===== src/rtl/mul_seq_ctrl.sv =====
// Sequential unsigned N x N -> 2N shift-add multiplier controller driving a shared external adder.
// Optional macro MUL_EARLY_EXIT_EN: finish as soon as the remaining multiplier bits are all zero.
module mul_seq_ctrl #(
    parameter int N = 32
) (
    input  logic           clk,
    input  logic           rst,
    input  logic           start,
    input  logic [N-1:0]   op_a,
    input  logic [N-1:0]   op_b,
    output logic [N-1:0]   add_a,
    output logic [N-1:0]   add_b,
    output logic           add_cin,
    input  logic [N-1:0]   add_sum,
    input  logic           add_cout,
    output logic           busy,
    output logic           done,
    output logic [2*N-1:0] product
);

    localparam int CW = $clog2(N + 1);

    typedef enum logic [1:0] {
        IDLE = 2'd0,
        RUN  = 2'd1,
        DONE = 2'd2
    } state_e;

    state_e           state_q, state_d;
    logic [N-1:0]     mcand_q, mcand_d;
    logic [N-1:0]     hi_q, hi_d;
    logic [N-1:0]     lo_q, lo_d;
    logic [CW-1:0]    cnt_q, cnt_d;
    logic [2*N-1:0]   product_q, product_d;
    logic             step;

`ifdef MUL_EARLY_EXIT_EN
    logic [N-1:0]     rem_mask;
    // Selects the cnt_q low bits of lo that still hold unprocessed multiplier bits.
    assign rem_mask = ~({N{1'b1}} << cnt_q);
`endif

    always_comb begin
        // NOTE: every signal gets a default first so no path through the case infers a latch.
        state_d   = state_q;
        mcand_d   = mcand_q;
        hi_d      = hi_q;
        lo_d      = lo_q;
        cnt_d     = cnt_q;
        product_d = product_q;
        add_a     = '0;
        add_b     = '0;
        add_cin   = 1'b0;
        step      = 1'b0;

        case (state_q)
            IDLE: begin
                if (start) begin
                    mcand_d = op_a;
                    hi_d    = '0;
                    lo_d    = op_b;
                    cnt_d   = CW'(N);
                    state_d = RUN;
                end
            end
            RUN: begin
                add_a = hi_q;
                add_b = lo_q[0] ? mcand_q : '0;
`ifdef MUL_EARLY_EXIT_EN
                if ((lo_q & rem_mask) == '0) begin
                    product_d = {hi_q, lo_q} >> cnt_q;
                    state_d   = DONE;
                end else begin
                    step = 1'b1;
                end
`else
                step = 1'b1;
`endif
                if (step) begin
                    hi_d  = {add_cout, add_sum[N-1:1]};
                    lo_d  = {add_sum[0], lo_q[N-1:1]};
                    cnt_d = cnt_q - CW'(1);
                    if (cnt_q == CW'(1)) begin
                        product_d = {hi_d, lo_d};
                        state_d   = DONE;
                    end
                end
            end
            DONE: begin
                state_d = IDLE;
            end
            default: begin
                state_d = IDLE;
            end
        endcase
    end

    // NOTE: state registers use non-blocking assignments so all flops update from pre-edge values.
    always_ff @(posedge clk) begin
        if (rst) begin
            state_q   <= IDLE;
            mcand_q   <= '0;
            hi_q      <= '0;
            lo_q      <= '0;
            cnt_q     <= '0;
            product_q <= '0;
        end else begin
            state_q   <= state_d;
            mcand_q   <= mcand_d;
            hi_q      <= hi_d;
            lo_q      <= lo_d;
            cnt_q     <= cnt_d;
            product_q <= product_d;
        end
    end

    assign busy    = (state_q != IDLE);
    assign done    = (state_q == DONE);
    assign product = product_q;

endmodule

===== config.mk =====
export PLATFORM = sky130hd
export DESIGN_NAME = mul_seq_ctrl
export DESIGN_NICKNAME = d
export VERILOG_FILES = /design/src/rtl/mul_seq_ctrl.sv
export SDC_FILE = /design/constraint.sdc
export NUM_CORES = 1
export LEC_CHECK = 0
export CAP_MARGIN = 0
export CORE_ASPECT_RATIO = 0.7
export CORE_MARGIN = 1
export CORE_UTILIZATION = 49
export CTS_BUF_LIST = sky130_fd_sc_hd__clkbuf_4
export DETAILED_ROUTE_END_ITERATION = 8
export PLACE_DENSITY = 0.86
export REMOVE_ABC_BUFFERS = 1
export SLEW_MARGIN = 20
export SYNTH_ARGS = -nofsm -noshare
export SYNTH_HDL_FRONTEND = slang
export SYNTH_SLANG_ARGS = --single-unit
export TNS_END_PERCENT = 50

===== constraint.sdc =====
create_clock -name clk -period 1.8 [get_ports clk]
set_clock_uncertainty 0.05 [all_clocks]
set_input_delay 0.36 -clock clk [delete_from_list [all_inputs] [get_ports clk]]
set_output_delay 0.36 -clock clk [all_outputs]
set_load 0.03 [all_outputs]

== Word-level counts from Yosys, hierarchy flattened ==
Index checks and enable logic that the tools add are counted.

* Add/sub/neg operators: 1
* Eq/ne operators: 5
* Mux-type cells: 12
* Reductions and logical operators: 7

{| class="wikitable"
|+ Operator list
! operator !! count
|-
| $mux W32 || 5
|-
| $pmux W32 S2 || 2
|-
| $pmux W6 S2 || 1
|-
| $reduce_and A2 Y1 || 4
|-
| $eq A6 B1 Y1 const B || 1
|-
| $mux W6 || 1
|-
| $sub A6 B1 Y6 const B || 1
|-
| $mux W2 || 2
|-
| $ne A2 B2 Y1 const B || 2
|-
| $pmux W2 S2 || 1
|-
| $reduce_bool A2 Y1 || 2
|-
| $eq A2 B1 Y1 const B || 1
|-
| $eq A2 B2 Y1 const B || 1
|-
| $logic_not A2 Y1 || 1
|}

* Register bits: 168
* Bits of input ports: 100
* Output and inout port bits: 131

== Logic depth before layout (Yosys ltp) ==
Gate-level depths: netlist of the first run.

* Depth in word-level cells: 3
* Mapped depth: 8
* Depth with buffers taken out: 5

== Worst setup path after synthesis of the first run ==
Ideal clock, no wire load.

* Path kind: flip-flop to output port
* From: register state_q[0]
* To: output add_a[0]
* Arrival time: 1.412 ns
* Path slack: -0.022 ns
* Stages on the path, launching flop included: 7
* Buffers on the path: 4
* Path through: dfxtp_1 -> buf_6 -> nor2b_4 -> buf_6 -> buf_2 -> clkbuf_1 -> and2_1

* Longest elaborated chain between the ends: 2

{| class="wikitable"
|+ Ends and longest elaborated chain
! item !! line !! source
|-
| start, declared || 29 || <nowiki>state_e state_q, state_d;</nowiki>
|-
| start signal, assigned || 108 || <nowiki>state_q <= state_d;</nowiki>
|-
| $eq A2 B1 Y1 || 56 || <nowiki>case (state_q)</nowiki>
|-
| $mux W32 || 56 ||
|-
| end, declared || 11 || <nowiki>output logic [N-1:0] add_a,</nowiki>
|}

No other way between the ends.

== Worst setup path in the final report of the first run ==
* From: register state_q[1]
* To: output add_b[15]

* Longest elaborated chain between the ends: 2

{| class="wikitable"
|+ Ends and longest elaborated chain
! item !! line !! source
|-
| $eq A2 B1 Y1 || 56 ||
|-
| $mux W32 || 56 ||
|-
| end, declared || 12 || <nowiki>output logic [N-1:0] add_b,</nowiki>
|}

No other way between the ends.

==> out/qor.yml, run 1 <==
status:
  status: "complete, but fails checks"
  violations: "setup timing"
power:
  vdd_ir_drop_max_mv: 0.502
  power_switching_mw: 2.58
  swShare_pct: 30.9
  clockPowerShare_pct: 26.2
  power_frac_seq_pct: 49.0
  pwr-share-comb_pct: 24.8
  p_int_mw: 5.79
  power.density_nw_per_um2: 731
  leakage_nw: 4.58
yosys:
  synthFlopType: "dfxtp_1"
  ys_seq_area_share_pct: 43.9
  synth.distinct_cells: 36
  syn_inst: 895
  async_reset_ff_share_pct: 0
  ys_seq_elements: 168
  synth_area_leaders: "dfxtp_1 44%, nand2b_1 13%, mux2i_1 8.4%"
  yosysTopAreaCellShare_pct: 43.9
  yosys_warnings: 0
  synth_edf_count: 0
  syn_area_sq_um: 7660
  syn_avg_cell_area_sq_um: 8.56
  yosysTopAreaCell: "dfxtp_1"
layout:
  num-fill-cells: 1045
  final_nets: 1244
  diodes: 0
  area_growth_pct: 49.5
  final_layout_size_suffix_gt1_share_pct: 24.9
timing:
  hold_viol: 0
  slew_violations: 0
  setup_slack_ns: -0.380
  finalCritPeriodShare_pct: 121
  whs_ns: 0.159
  clock.fmax_mhz: 459
  period_needed_ns: 2.18
  setup_tns_ns: -23.40
  setup-violations-final: 122
  rsz0062_at_grt: "true"
clock_network:
  numCtsBuffers: 17
  cts_htree_levels: 4
  cts_hold_buf: 0
  cts_buffer_depth: 2
  cts_tree: "yes"
  clk_pin_slew_ns: 0.15
  clkLatencyLatePin_ns: 0.55
  clkSinkCount: 168
  cts_root_buffer: "clkbuf_4"
routing:
  drt_iter0_drc: 405
  wl_met3_microns: 1690
  drt-pass1-iter-count: 5
  wirelength_microns: 22800
  final_antenna_net_count: 0
  wl_met1_microns: 9860
  drc: 0
  highest_layer: "met4"
  routedWlPerCell_microns: 16.9
  via_count: 7143
  viasPerCell: 5.29
  wl_met2_microns: 11000
placed_design:
  io_buffer_count: 229
  gp_congestion: 0.806
  dp_slack_ns: -0.224
  dp_hpwl_microns: 13600
die:
  floorplan.initialDensity_pct: 51.1
  die-area_sq_um: 16100
  die_y_microns: 107
  coreArea_sq_um: 15000
  core.rowCount: 37
  io_pins: 231
  die_w_microns: 151
hold_path:
  hold_end: "hi_q[18]"
  min_from: "rst"
  hold_depth: 2
  min_path_type: "in -> reg"
setup_path:
  critPathLaunchType: "flop"
  r2r_slack_ns: -0.08
  cp_max_fo: 9
  r2r-start: "state_q[1]"
  crit_type: "reg -> out"
  r2r-end: "product[59]"
  crit_required_ns: 1.39
  rr_worst_depth: 9
  end_kind: "output port"
  crit_arrival_ns: 1.77
global_routing:
  grt_start_max_net_pins: 54
  grt.total_usage_pct: 26.7
  grt_pass1_vias: 6782
  grt_overflow: 0
  antenna_found_initial: 0
  grt_pass1_wl_microns: 33800
job:
  maxCapViolations: 0
## routing by layer
metal	GRT usage, %	up-vias
met4	5.86	0
li1	-	3459
met5	0	-
met2	44.6	227
met3	7.96	33
met1	33.7	3424
## metrics by stage
| step | cell area (sq um) | util, % | cells | total power, mW |
|---|---|---|---|---|
| 6_report | 11500 | 76.4 | 1350 | 8.37 |
| 3_5_place_dp | 10100 | 67.1 | 1271 | 5.79 |
| 3_3_place_gp | 10100 | 67.1 | 1271 | 5.75 |
| 2_1_floorplan | 7240 | - | 812 | 4.99 |
| 5_1_grt | 11500 | 76.4 | 1350 | 8.72 |
| 4_1_cts | 11100 | 73.7 | 1328 | 8.23 |
## cell usage in the layout, fill, tap and decap left out, types with 18 or more instances in the layout
master and count:
nand2b_1 162, nor2_1 34, clkdlybuf4s50_1 98, nor3_1 32, buf_12 23, and2_4 31
dlygate4sd2_1 23, dfxtp_1 166, and3_1 21, clkbuf_4 18, or3b_2 32, clkdlybuf4s15_1 26
mux2i_1 62, buf_4 35, buf_6 73, nand2_1 94, a21oi_1 99, nand3_1 30
## timing repair
action                     CTS  global route
setup endpoints to repair  130           168
gates resized for setup    181            85
pin swaps                   21             6
setup buffers               18            15
gates cloned                 7             8
## power by group through the flow
stage | Sequential [mW] | Clock [mW] | Combinational (mW)
floorplan | 4.22 | 0 | 0.770
detailed placement | 4.17 | 0 | 1.62
global route | 4.13 | 2.36 | 2.23
global placement | 4.16 | 0 | 1.59
CTS | 4.09 | 2.23 | 1.92
finish | 4.10 | 2.20 | 2.08
## critical path, cell delays in order, from the launching register on
cell	delay, ns
dfxtp_4	0.39
nor2b_4	0.18
buf_12	0.19
clkbuf_16	0.17
and3_4	0.19
buf_6	0.12
## final cells by class
type,instances,area [sq um],share of cell area (%)
inverters,2,7.51,0.0655
well taps,195,244,2.13
multi-input cells,642,4060,35.4
clock buffers,18,135,1.18
clock inverters,14,141,1.23
flip-flops and latches,168,3370,29.4
repair buffers,311,3500,30.5
## logic make-up (layout without fill, tap and decap cells)
family                   Yosys count  after routing  synth area share [%]
other                              1              1                0.0489
AND/OR/NAND/NOR                  468            468                  34.4
multiplexers                      64             64                  8.36
AO/OA/AOI/OAI                    107            107                  7.35
flip-flops                       168            168                  43.9
adder cells (fa/ha/maj)            2              2                 0.327
buffers and inverters             85            345                  5.62
## registers in the layout (all words and copies together), names as in the netlist
signal,cells
cnt_q,6
hi_q,32
product,64
mcand_q,32
lo_q,32
state_q,2
## worst max path at each step
stage          startpoint    endpoint  slack, ns  depth (start not counted)
2_1_floorplan  state_q[0]  product[0]      -1.89                          3
3_3_place_gp        start    hi_q[28]      -0.19                          5
3_5_place_dp        start     hi_q[2]      -0.22                          5
4_1_cts        state_q[1]   add_a[21]      -0.41                          5
5_1_grt        state_q[0]    add_b[7]      -0.45                          5
6_report       state_q[1]   add_b[15]      -0.38                          5
## cells in the mapped netlist (3+ instances only)
library cell / count
buf_8: 5
a21oi_1: 99
nand2b_1: 162
and2_1: 32
clkbuf_1: 57
and3_1: 32
nand3_1: 33
nor2b_1: 3
nor2_1: 34
mux2i_1: 64
nor3_1: 32
nand2_1: 96
or3b_2: 32
buf_6: 4
dfxtp_1: 168
buf_2: 14
Note: power is estimated with default switching activity, not from simulation.
==> run 2, diff against run 1 <==
--- a/config.mk
+++ b/config.mk
@@ -11,6 +11,7 @@
 export CORE_UTILIZATION = 49
 export CTS_BUF_LIST = sky130_fd_sc_hd__clkbuf_4
 export DETAILED_ROUTE_END_ITERATION = 8
+export GPL_ROUTABILITY_DRIVEN = 0
 export PLACE_DENSITY = 0.86
 export REMOVE_ABC_BUFFERS = 1
 export SLEW_MARGIN = 20
==> results of run 2 <==
No change in the layout: final DEF, timing and power equal those of run 1.
